**config.mk**
```make
export PLATFORM = sky130hd
export DESIGN_NAME = negedge_fifo_buffer
export DESIGN_NICKNAME = d
export VERILOG_FILES = /design/src/rtl/negedge_buf_pkg.sv /design/src/rtl/negedge_buf_mem.sv /design/src/rtl/negedge_fifo_buffer.sv
export SDC_FILE = /design/constraint.sdc
export NUM_CORES = 1
export LEC_CHECK = 0
export CAP_MARGIN = 20
export CORE_UTILIZATION = 53
export CTS_CLUSTER_SIZE = 24
export DETAILED_ROUTE_END_ITERATION = 7
export PLACE_DENSITY = 0.75
export SYNTH_ARGS = -nofsm -noshare
export SYNTH_HDL_FRONTEND = slang
export SYNTH_SLANG_ARGS = --single-unit
```
**constraint.sdc**
```tcl
create_clock -name clk -period 2.8 [get_ports clk]
set_input_delay 0.84 -clock clk [delete_from_list [all_inputs] [get_ports clk]]
set_output_delay 0.84 -clock clk [all_outputs]
set_load 0.02 [all_outputs]
```
**src/rtl/negedge_buf_pkg.sv**
```systemverilog
// negedge_buf_pkg: shared defaults, width helpers and reset data value for the negedge FIFO buffer
package negedge_buf_pkg;
  localparam int DEF_WIDTH = 8;
  localparam int DEF_DEPTH = 4;
  localparam logic RST_DATA_BIT = 1'b0;
  function automatic int ptr_w(input int depth);
    return $clog2(depth);
  endfunction
  function automatic int cnt_w(input int depth);
    return $clog2(depth + 1);
  endfunction
endpackage

```
**src/rtl/negedge_buf_mem.sv**
```systemverilog
// negedge_buf_mem: DEPTHxWIDTH register array, negedge write (we/waddr/wdata), async clear on rst, combinational read (raddr->rdata)
module negedge_buf_mem
  import negedge_buf_pkg::*;
#(
  parameter int WIDTH = DEF_WIDTH,
  parameter int DEPTH = DEF_DEPTH
) (
  input  logic                      clk,
  input  logic                      rst,
  input  logic                      we,
  input  logic [ptr_w(DEPTH)-1:0]   waddr,
  input  logic [WIDTH-1:0]          wdata,
  input  logic [ptr_w(DEPTH)-1:0]   raddr,
  output logic [WIDTH-1:0]          rdata
);
  logic [WIDTH-1:0] mem_q [DEPTH];
  logic [WIDTH-1:0] mem_d [DEPTH];
  always_comb begin
    mem_d = mem_q;
    if (we) mem_d[waddr] = wdata;
  end
  always_ff @(negedge clk or posedge rst) begin
    if (rst) mem_q <= '{default: {WIDTH{RST_DATA_BIT}}};
    else mem_q <= mem_d;
  end
  assign rdata = mem_q[raddr];
endmodule

```
**src/rtl/negedge_fifo_buffer.sv**
```systemverilog
// negedge_fifo_buffer: FWFT FIFO updated on falling clk edge; ports in_valid/in_data/in_ready, out_valid/out_data/out_ready, count, ovf (sticky overflow under NEGEDGE_BUF_OVF_EN, else 0)
module negedge_fifo_buffer
  import negedge_buf_pkg::*;
#(
  parameter int WIDTH = DEF_WIDTH,
  parameter int DEPTH = DEF_DEPTH
) (
  input  logic                         clk,
  input  logic                         rst,
  input  logic                         in_valid,
  input  logic [WIDTH-1:0]             in_data,
  output logic                         in_ready,
  output logic                         out_valid,
  output logic [WIDTH-1:0]             out_data,
  input  logic                         out_ready,
  output logic [$clog2(DEPTH+1)-1:0]   count,
  output logic                         ovf
);
  localparam int PW = ptr_w(DEPTH);
  localparam int CW = cnt_w(DEPTH);
  logic [PW-1:0] wr_ptr_q, wr_ptr_d, rd_ptr_q, rd_ptr_d;
  logic [CW-1:0] count_q, count_d;
  logic full, empty, push, pop;
  always_comb begin
    full = count_q == CW'(DEPTH);
    empty = count_q == '0;
    push = in_valid && !full;
    pop = out_ready && !empty;
    wr_ptr_d = push ? wr_ptr_q + PW'(1) : wr_ptr_q;
    rd_ptr_d = pop ? rd_ptr_q + PW'(1) : rd_ptr_q;
    count_d = (push && !pop) ? count_q + CW'(1) : (pop && !push) ? count_q - CW'(1) : count_q;
  end
  always_ff @(negedge clk or posedge rst) begin
    if (rst) begin
      wr_ptr_q <= '0;
      rd_ptr_q <= '0;
      count_q <= '0;
    end else begin
      wr_ptr_q <= wr_ptr_d;
      rd_ptr_q <= rd_ptr_d;
      count_q <= count_d;
    end
  end
  negedge_buf_mem #(.WIDTH(WIDTH), .DEPTH(DEPTH)) u_mem (
    .clk(clk),
    .rst(rst),
    .we(push),
    .waddr(wr_ptr_q),
    .wdata(in_data),
    .raddr(rd_ptr_q),
    .rdata(out_data)
  );
`ifdef NEGEDGE_BUF_OVF_EN
  logic ovf_q, ovf_d;
  // a write attempt while full is dropped and remembered until reset
  always_comb ovf_d = ovf_q || (in_valid && full);
  always_ff @(negedge clk or posedge rst) begin
    if (rst) ovf_q <= 1'b0;
    else ovf_q <= ovf_d;
  end
  assign ovf = ovf_q;
`else
  assign ovf = 1'b0;
`endif
  assign in_ready = !full;
  assign out_valid = !empty;
  assign count = count_q;
endmodule

```
==> flow_metrics.py, run 1 <==
metrics = {
    "logic_synthesis": {
        "post_synthesis_compound_gate_area_fraction": 0,
        "post_synth_simple_gate_area": 0.0466,
        "synth_cells": 116,
        "synth_warnings": 0,
        "synthesis.area_um2": 1800,
        "mux_share_of_post_synthesis_cell_area": 0.313,
        "postSynthRegisterBits": 39,
        "synth_xor_xnor_area_share": 0.0292,
        "seq_area_frac_synth": 0.543,
        "postSynthNetCount": 134,
        "synth_top_family_by_area": "multiplexers",
        "syn_area_per_cell_um2": 15.5,
        "synth.lib_cells_used.distinct": 19,
        "synthAdderAreaFrac": 0.0459,
    },
    "detailed_routing": {
        "wl_per_cell_um": 19.7,
        "dr_total_vias": 1204,
        "drt_pre_antenna_iters": 4,
        "postRouteWirelength_um": 4460,
        "avgViaCountPerCell": 5.33,
        "ant_nets": 0,
        "dr.first_iter.drc_count": 68,
        "drt_drc_violations_left": 0,
    },
    "cells_and_area": {
        "utilization": 0.872,
        "layout.filler_cells": 140,
        "post_route_cells_drive_above_1_share": 0.654,
        "combined_flip_flop_and_latch_cell_area_um2": 976,
        "syn2layout_area_growth_pct": 51.6,
        "combined_area_of_the_multi_input_logic_cells_um2": 1000,
        "n_antenna_cell": 0,
        "final_nets": 199,
        "final_area_um2": 2730,
    },
    "die": {
        "core_area_um2": 3130,
        "placementRows": 20,
        "number_of_top_level_pins": 26,
        "die_h_um": 60.2,
        "floorplan.initialDensity": 0.575,
        "floorplan.die_area_um2": 3630,
        "die-width_um": 60.2,
    },
    "global_routing": {
        "first_global_vias": 1366,
        "number_of_antenna_violations_at_the_first_check_in_global_routing": 0,
        "grt_first_pass_wirelength_um": 6840,
        "largest_net_degree_at_the_start_of_global_routing": 27,
        "grt.overflow.total": 0,
        "grt.total_usage": 0.276,
    },
    "sta": {
        "postLayoutSetupSlackWorst_ps": -1030,
        "rsz_0062_raised_after_global_routing": "yes",
        "setup_viol": 47,
        "drv_slew": 0,
        "finalHoldViolCount": 0,
        "skew_ps": 10.0,
    },
    "clock_tree": {
        "worstSkewPairLatency_ps": 350,
        "clock-sinks": 39,
        "cts-buffers-inserted": 5,
        "cts_tree": "done",
        "clock_path_buffers": 2,
        "clkTransAtPathRegs_ps": 90,
        "cts.htree.levels": 2,
        "cts.root.buffer_cell": "clkbuf_4",
    },
    "power_and_ir_drop": {
        "pwr_dens_nw_per_um2": 1310,
        "max-vdd-ir-drop_uv": 877,
        "leakage_nw": 1.29,
        "total_power_mw": 3.59,
    },
    "worst_setup_path": {
        "cp_top_family": "multiplexers",
        "critical_path_arrival_ps": 2990,
        "cp_max_fo": 4,
        "slowest_stage": "mux4_2",
        "cpMostUsedCell": "buf_6",
        "max_stage_delay_ps": 510,
        "critical_path.startpoint_type": "flop",
        "cp_data_required_time_ps": 1960,
        "worst-setup-path-type": "flop to primary output",
        "worstPathBufferInverterCount": 2,
        "worstPathCellList": "buf_6 -> mux4_2 -> buf_6",
        "critical_path.endpoint_type": "primary output",
    },
    "placed_design": {
        "placement.io_buffers": 24,
        "dp_slack_ps": -1130,
        "dpl_cell_area_um2": 2330,
        "finalWeightedCongestion": 0.713,
        "dp.final_hpwl_um": 2680,
    },
    "job": {
        "cap_violations": 0,
    },
    "outcome": {
        "violations": "setup timing",
        "run_status": "finished with violations",
    },
    "worst_hold_path": {
        "hold_path_class": "flop to flop",
    },
}
timing repair:
| item | CTS | global route |
|---|---|---|
| pin swaps | 8 | 8 |
| buffers inserted | 8 | 4 |
| gates resized for setup | 147 | 13 |
| hold buffers | 0 | 0 |
| hold endpoints to repair | 0 | 0 |
| setup endpoints to repair | 52 | 48 |
kinds of logic (layout without fill, tap and decap cells):
kind of cell / Yosys count / in the layout
adder cells (fa/ha/maj): 6 / 6
flip-flops: 39 / 39
multiplexers: 42 / 42
other: 1 / 1
XOR/XNOR: 6 / 6
buffers and inverters: 8 / 74
AND/OR/NAND/NOR: 14 / 14
area by class of cell:
cell class / count / share of cell area
Multi-Input combinational cell: 69 / 0.367
Timing Repair Buffer: 61 / 0.227
Tap cell: 44 / 0.0202
Sequential cell: 39 / 0.358
Clock buffer: 6 / 0.0151
Clock inverter: 2 / 0.00459
Inverter: 5 / 0.00826
worst reg2reg max path, stage by stage (launching register included):
cell and delay (ps):
dfrtn_1 460, buf_6 110, nor3b_4 190, buf_4 130, buf_4 180, nor2b_4 70
ha_4 160, inv_2 50, fa_2 440, mux2_4 300
metrics by stage:
stage	cells	TNS [ps]	hold slack, ps
6_report	226	-13550	461
3_3_place_gp	210	-44270	427
3_5_place_dp	210	-45190	446
4_1_cts	225	-14180	457
5_1_grt	226	-14450	469
2_1_floorplan	116	-14930	414
synthesized netlist by cell type:
cell     count  area [um2]
nor3b_4      1        18.8
nor2b_1      1        6.26
fa_1         1        20.0
buf_4        1        7.51
inv_1        5        18.8
nand3_1      1        5.00
xor2_1       2        17.5
ha_1         5        62.6
buf_2        2        10.0
or3_1        1        6.26
nor2_1       1        3.75
xnor2_1      4        35.0
mux2_1       2        22.5
mux4_2       8         180
conb_1       1        3.75
dfrtn_1     39         976
mux2_2      32         360
nand2_1      5        18.8
nor2_2       4        25.0
layer usage:
metal / global-route usage / up-vias / share of wire
met5: 0 / - / 0
met4: 0.153 / 0 / 0.017
met3: 0.0498 / 6 / 0.024
met2: 0.446 / 27 / 0.53
met1: 0.349 / 634 / 0.43
li1: - / 537 / -
sequential cells by signal, summed over array words and instances, names as in the netlist:
register / flops
wr_ptr_q: 2
rd_ptr_q: 2
u_mem.mem_q: 32
count: 3
report_power, final:
group / internal, mW / switching [mW] / total [mW]
sequential: 0.883 / 0.199 / 1.08
combinational: 1.34 / 0.864 / 2.20
clock: 0.0970 / 0.204 / 0.301
cells in the final DEF (no fill, tap or decap):
master           instances
dlymetal6s2s_1           3
inv_1                    2
dfrtn_1                 39
inv_2                    2
ha_4                     1
nand2_4                  4
buf_8                    2
or3_4                    1
nand2_2                  1
nand3_1                  1
ha_1                     4
buf_6                   28
nor2_1                   1
clkbuf_1                 1
xor2_1                   1
buf_2                    1
xnor2_1                  4
nor2b_4                  1
fa_2                     1
mux2_4                  34
mux4_2                   8
clkinv_2                 1
buf_4                   20
nor2_4                   4
buf_12                   1
xor2_2                   1
nor3b_4                  1
clkbuf_4                 5
clkinvlp_4               2
clkdlybuf4s50_1          6
conb_1                   1
path summary, 6_finish.rpt:
| path | start | to | slack (ps) | depth (start not counted) |
|---|---|---|---|---|
| worst max-delay path | rd_ptr_q[0] | out_data[4] | -1030 | 3 |
| worst max register to register | count[2] | count[1] | 560 | 9 |
| min in group asynchronous | rst | u_mem.mem_q[25] | 2150 | 3 |
| max in group asynchronous | rst | u_mem.mem_q[27] | 430 | 3 |
| worst min register to register | u_mem.mem_q[9] | u_mem.mem_q[9] | 460 | 1 |
| worst min-delay path | u_mem.mem_q[9] | u_mem.mem_q[9] | 460 | 1 |
Power figures use the tool's default switching activity.
==> run 2: changes to the inputs <==
--- a/config.mk
+++ b/config.mk
@@ -6,10 +6,10 @@
 export NUM_CORES = 1
 export LEC_CHECK = 0
 export CAP_MARGIN = 20
-export CORE_UTILIZATION = 53
+export CORE_UTILIZATION = 30
 export CTS_CLUSTER_SIZE = 24
 export DETAILED_ROUTE_END_ITERATION = 7
-export PLACE_DENSITY = 0.75
+export PLACE_DENSITY = 0.46
 export SYNTH_ARGS = -nofsm -noshare
 export SYNTH_HDL_FRONTEND = slang
 export SYNTH_SLANG_ARGS = --single-unit
==> flow_metrics.py, run 2 (synthesized netlist as in run 1, its figures left out) <==
metrics = {
    "outcome": {
        "run_status": "finished with violations",
        "violations": "setup timing",
    },
    "worst_setup_path": {
        "slowest_stage": "mux4_2",
        "cp_data_required_time_ps": 1960,
        "timing.rr.end": "count[2]",
        "worst-setup-path-type": "flop to primary output",
        "worstReg2RegStart": "count[0]",
        "cp_max_fo": 3,
        "cpMostUsedCell": "buf_6",
        "critical_path.startpoint_type": "flop",
        "cp-startpoint": "rd_ptr_q[0]",
        "critical_path_arrival_ps": 2930,
        "cp_top_family": "multiplexers",
        "worstRegToRegCells": 10,
        "endpoint": "out_data[4]",
        "critical_path.endpoint_type": "primary output",
        "max_stage_delay_ps": 510,
        "worstPathCellList": "buf_6 -> mux4_2 -> buf_6",
        "reg2reg_setup_slack_ps": 710,
        "cp_num_cells": 3,
        "worstPathBufferInverterCount": 2,
    },
    "sta": {
        "fin_hold_ws_ps": 454,
        "skew_ps": 4.09,
        "drv_slew": 0,
        "final.setup.tns_ps": -14150,
        "setup_viol": 48,
        "rsz_0062_raised_after_global_routing": "yes",
        "finalHoldViolCount": 0,
        "postLayoutSetupSlackWorst_ps": -971,
    },
    "placed_design": {
        "dp_slack_ps": -1200,
        "dpl_cell_area_um2": 2370,
        "placement.io_buffers": 24,
        "finalWeightedCongestion": 0.724,
        "place_inst": 239,
        "dp.final_hpwl_um": 2850,
    },
    "global_routing": {
        "grt.overflow.total": 0,
        "largest_net_degree_at_the_start_of_global_routing": 29,
        "grt_first_pass_wirelength_um": 7090,
        "grt.total_usage": 0.152,
        "number_of_antenna_violations_at_the_first_check_in_global_routing": 0,
        "first_global_vias": 1351,
    },
    "cells_and_area": {
        "flip_flop_count_of_the_largest_register_all_copies_and_words_added": 32,
        "final_nets": 199,
        "syn2layout_area_growth_pct": 54.7,
        "final_area_um2": 2780,
        "n_antenna_cell": 0,
        "layout_common_cells": "39 x dfrtn_1, 33 x mux2_4, 31 x buf_6",
        "final_common_cell": "dfrtn_1",
        "layout.cells.non_filler": 254,
        "post_route_cells_drive_above_1_share": 0.637,
        "utilization": 0.493,
        "largest-register": "u_mem.mem_q",
    },
    "detailed_routing": {
        "met2_wire_length_um": 2160,
        "wl_per_cell_um": 16.5,
        "route.top_layer_used": "met4",
        "dr.first_iter.drc_count": 19,
        "avgViaCountPerCell": 4.57,
        "postRouteWirelength_um": 4200,
        "drt_pre_antenna_iters": 4,
        "routedLengthMet1_um": 1860,
        "ant_nets": 0,
        "dr_total_vias": 1161,
        "drt_drc_violations_left": 0,
        "detailroute.wirelength.met3_um": 131,
    },
    "worst_hold_path": {
        "hold_path_class": "flop to flop",
        "min_delay_path_depth": 1,
    },
    "power_and_ir_drop": {
        "power_report.internal_total_mw": 2.39,
        "power.switching_mw": 1.18,
        "pwr_dens_nw_per_um2": 1280,
        "power.clock.fraction": 0.103,
        "total_power_mw": 3.57,
        "switching_share": 0.331,
        "pwr-share-comb": 0.599,
        "leakage_nw": 1.28,
        "fraction_of_power_consumed_by_sequential_logic": 0.298,
        "max-vdd-ir-drop_uv": 628,
    },
    "die": {
        "number_of_top_level_pins": 26,
        "die-width_um": 79.4,
        "placementRows": 27,
        "floorplan.die_area_um2": 6310,
        "floorplan.initialDensity": 0.319,
        "die_h_um": 79.4,
        "core_area_um2": 5640,
    },
    "clock_tree": {
        "clock_path_buffers": 2,
        "cts-buffers-inserted": 5,
        "cts.htree.levels": 2,
        "worstSkewPairLatency_ps": 290,
        "cts_tree": "done",
        "clkTransAtPathRegs_ps": 50,
        "cts.root.buffer_cell": "clkbuf_8",
        "clock-sinks": 39,
    },
    "job": {
        "cap_violations": 0,
    },
}
## run 2: per-layer routing
layer  GRT usage  vias to the layer above
met5           0                        -
met4      0.0382                        0
met3      0.0331                        5
met2       0.261                       22
met1       0.192                      598
li1            -                      536
## run 2: how the worst min path moves through the flow
stage | start | to
floorplan | u_mem.mem_q[23] | u_mem.mem_q[23]
global placement | u_mem.mem_q[23] | u_mem.mem_q[23]
detailed placement | u_mem.mem_q[31] | u_mem.mem_q[31]
global route | u_mem.mem_q[1] | u_mem.mem_q[1]
finish | u_mem.mem_q[13] | u_mem.mem_q[13]
CTS | u_mem.mem_q[13] | u_mem.mem_q[13]
## run 2: layout make-up
class | instances | area (um2)
inverters | 5 | 22.5
clock buffers | 7 | 76.3
clock inverters | 1 | 5.00
well taps | 72 | 90.1
repair buffers | 61 | 622
flip-flops and latches | 39 | 976
multi-input cells | 69 | 990
fillers | 508 | 2860
## run 2: power by group through the flow
stage | combinational (mW) | clock [mW] | sequential [mW]
floorplan | 0.996 | 0 | 1.04
global placement | 1.66 | 0 | 1.04
detailed placement | 1.69 | 0 | 1.06
CTS | 2.06 | 0.382 | 1.06
global route | 2.29 | 0.410 | 1.10
finish | 2.14 | 0.367 | 1.06
## run 2: timing repair
item / 4_1_cts / 5_1_grt
hold buffers: 0 / 0
setup endpoints to repair: 52 / 48
pin swaps: 11 / 9
setup buffers: 7 / 4
resized for setup: 146 / 13
hold endpoints to repair: 0 / 0
==> run 3: changes to the inputs <==
--- a/config.mk
+++ b/config.mk
@@ -5,7 +5,7 @@
 export SDC_FILE = /design/constraint.sdc
 export NUM_CORES = 1
 export LEC_CHECK = 0
-export CAP_MARGIN = 20
+export CAP_MARGIN = 15
 export CORE_UTILIZATION = 30
 export CTS_CLUSTER_SIZE = 24
 export DETAILED_ROUTE_END_ITERATION = 7
==> results of run 3 <==
No change in the layout: final DEF, timing and power equal those of run 2.
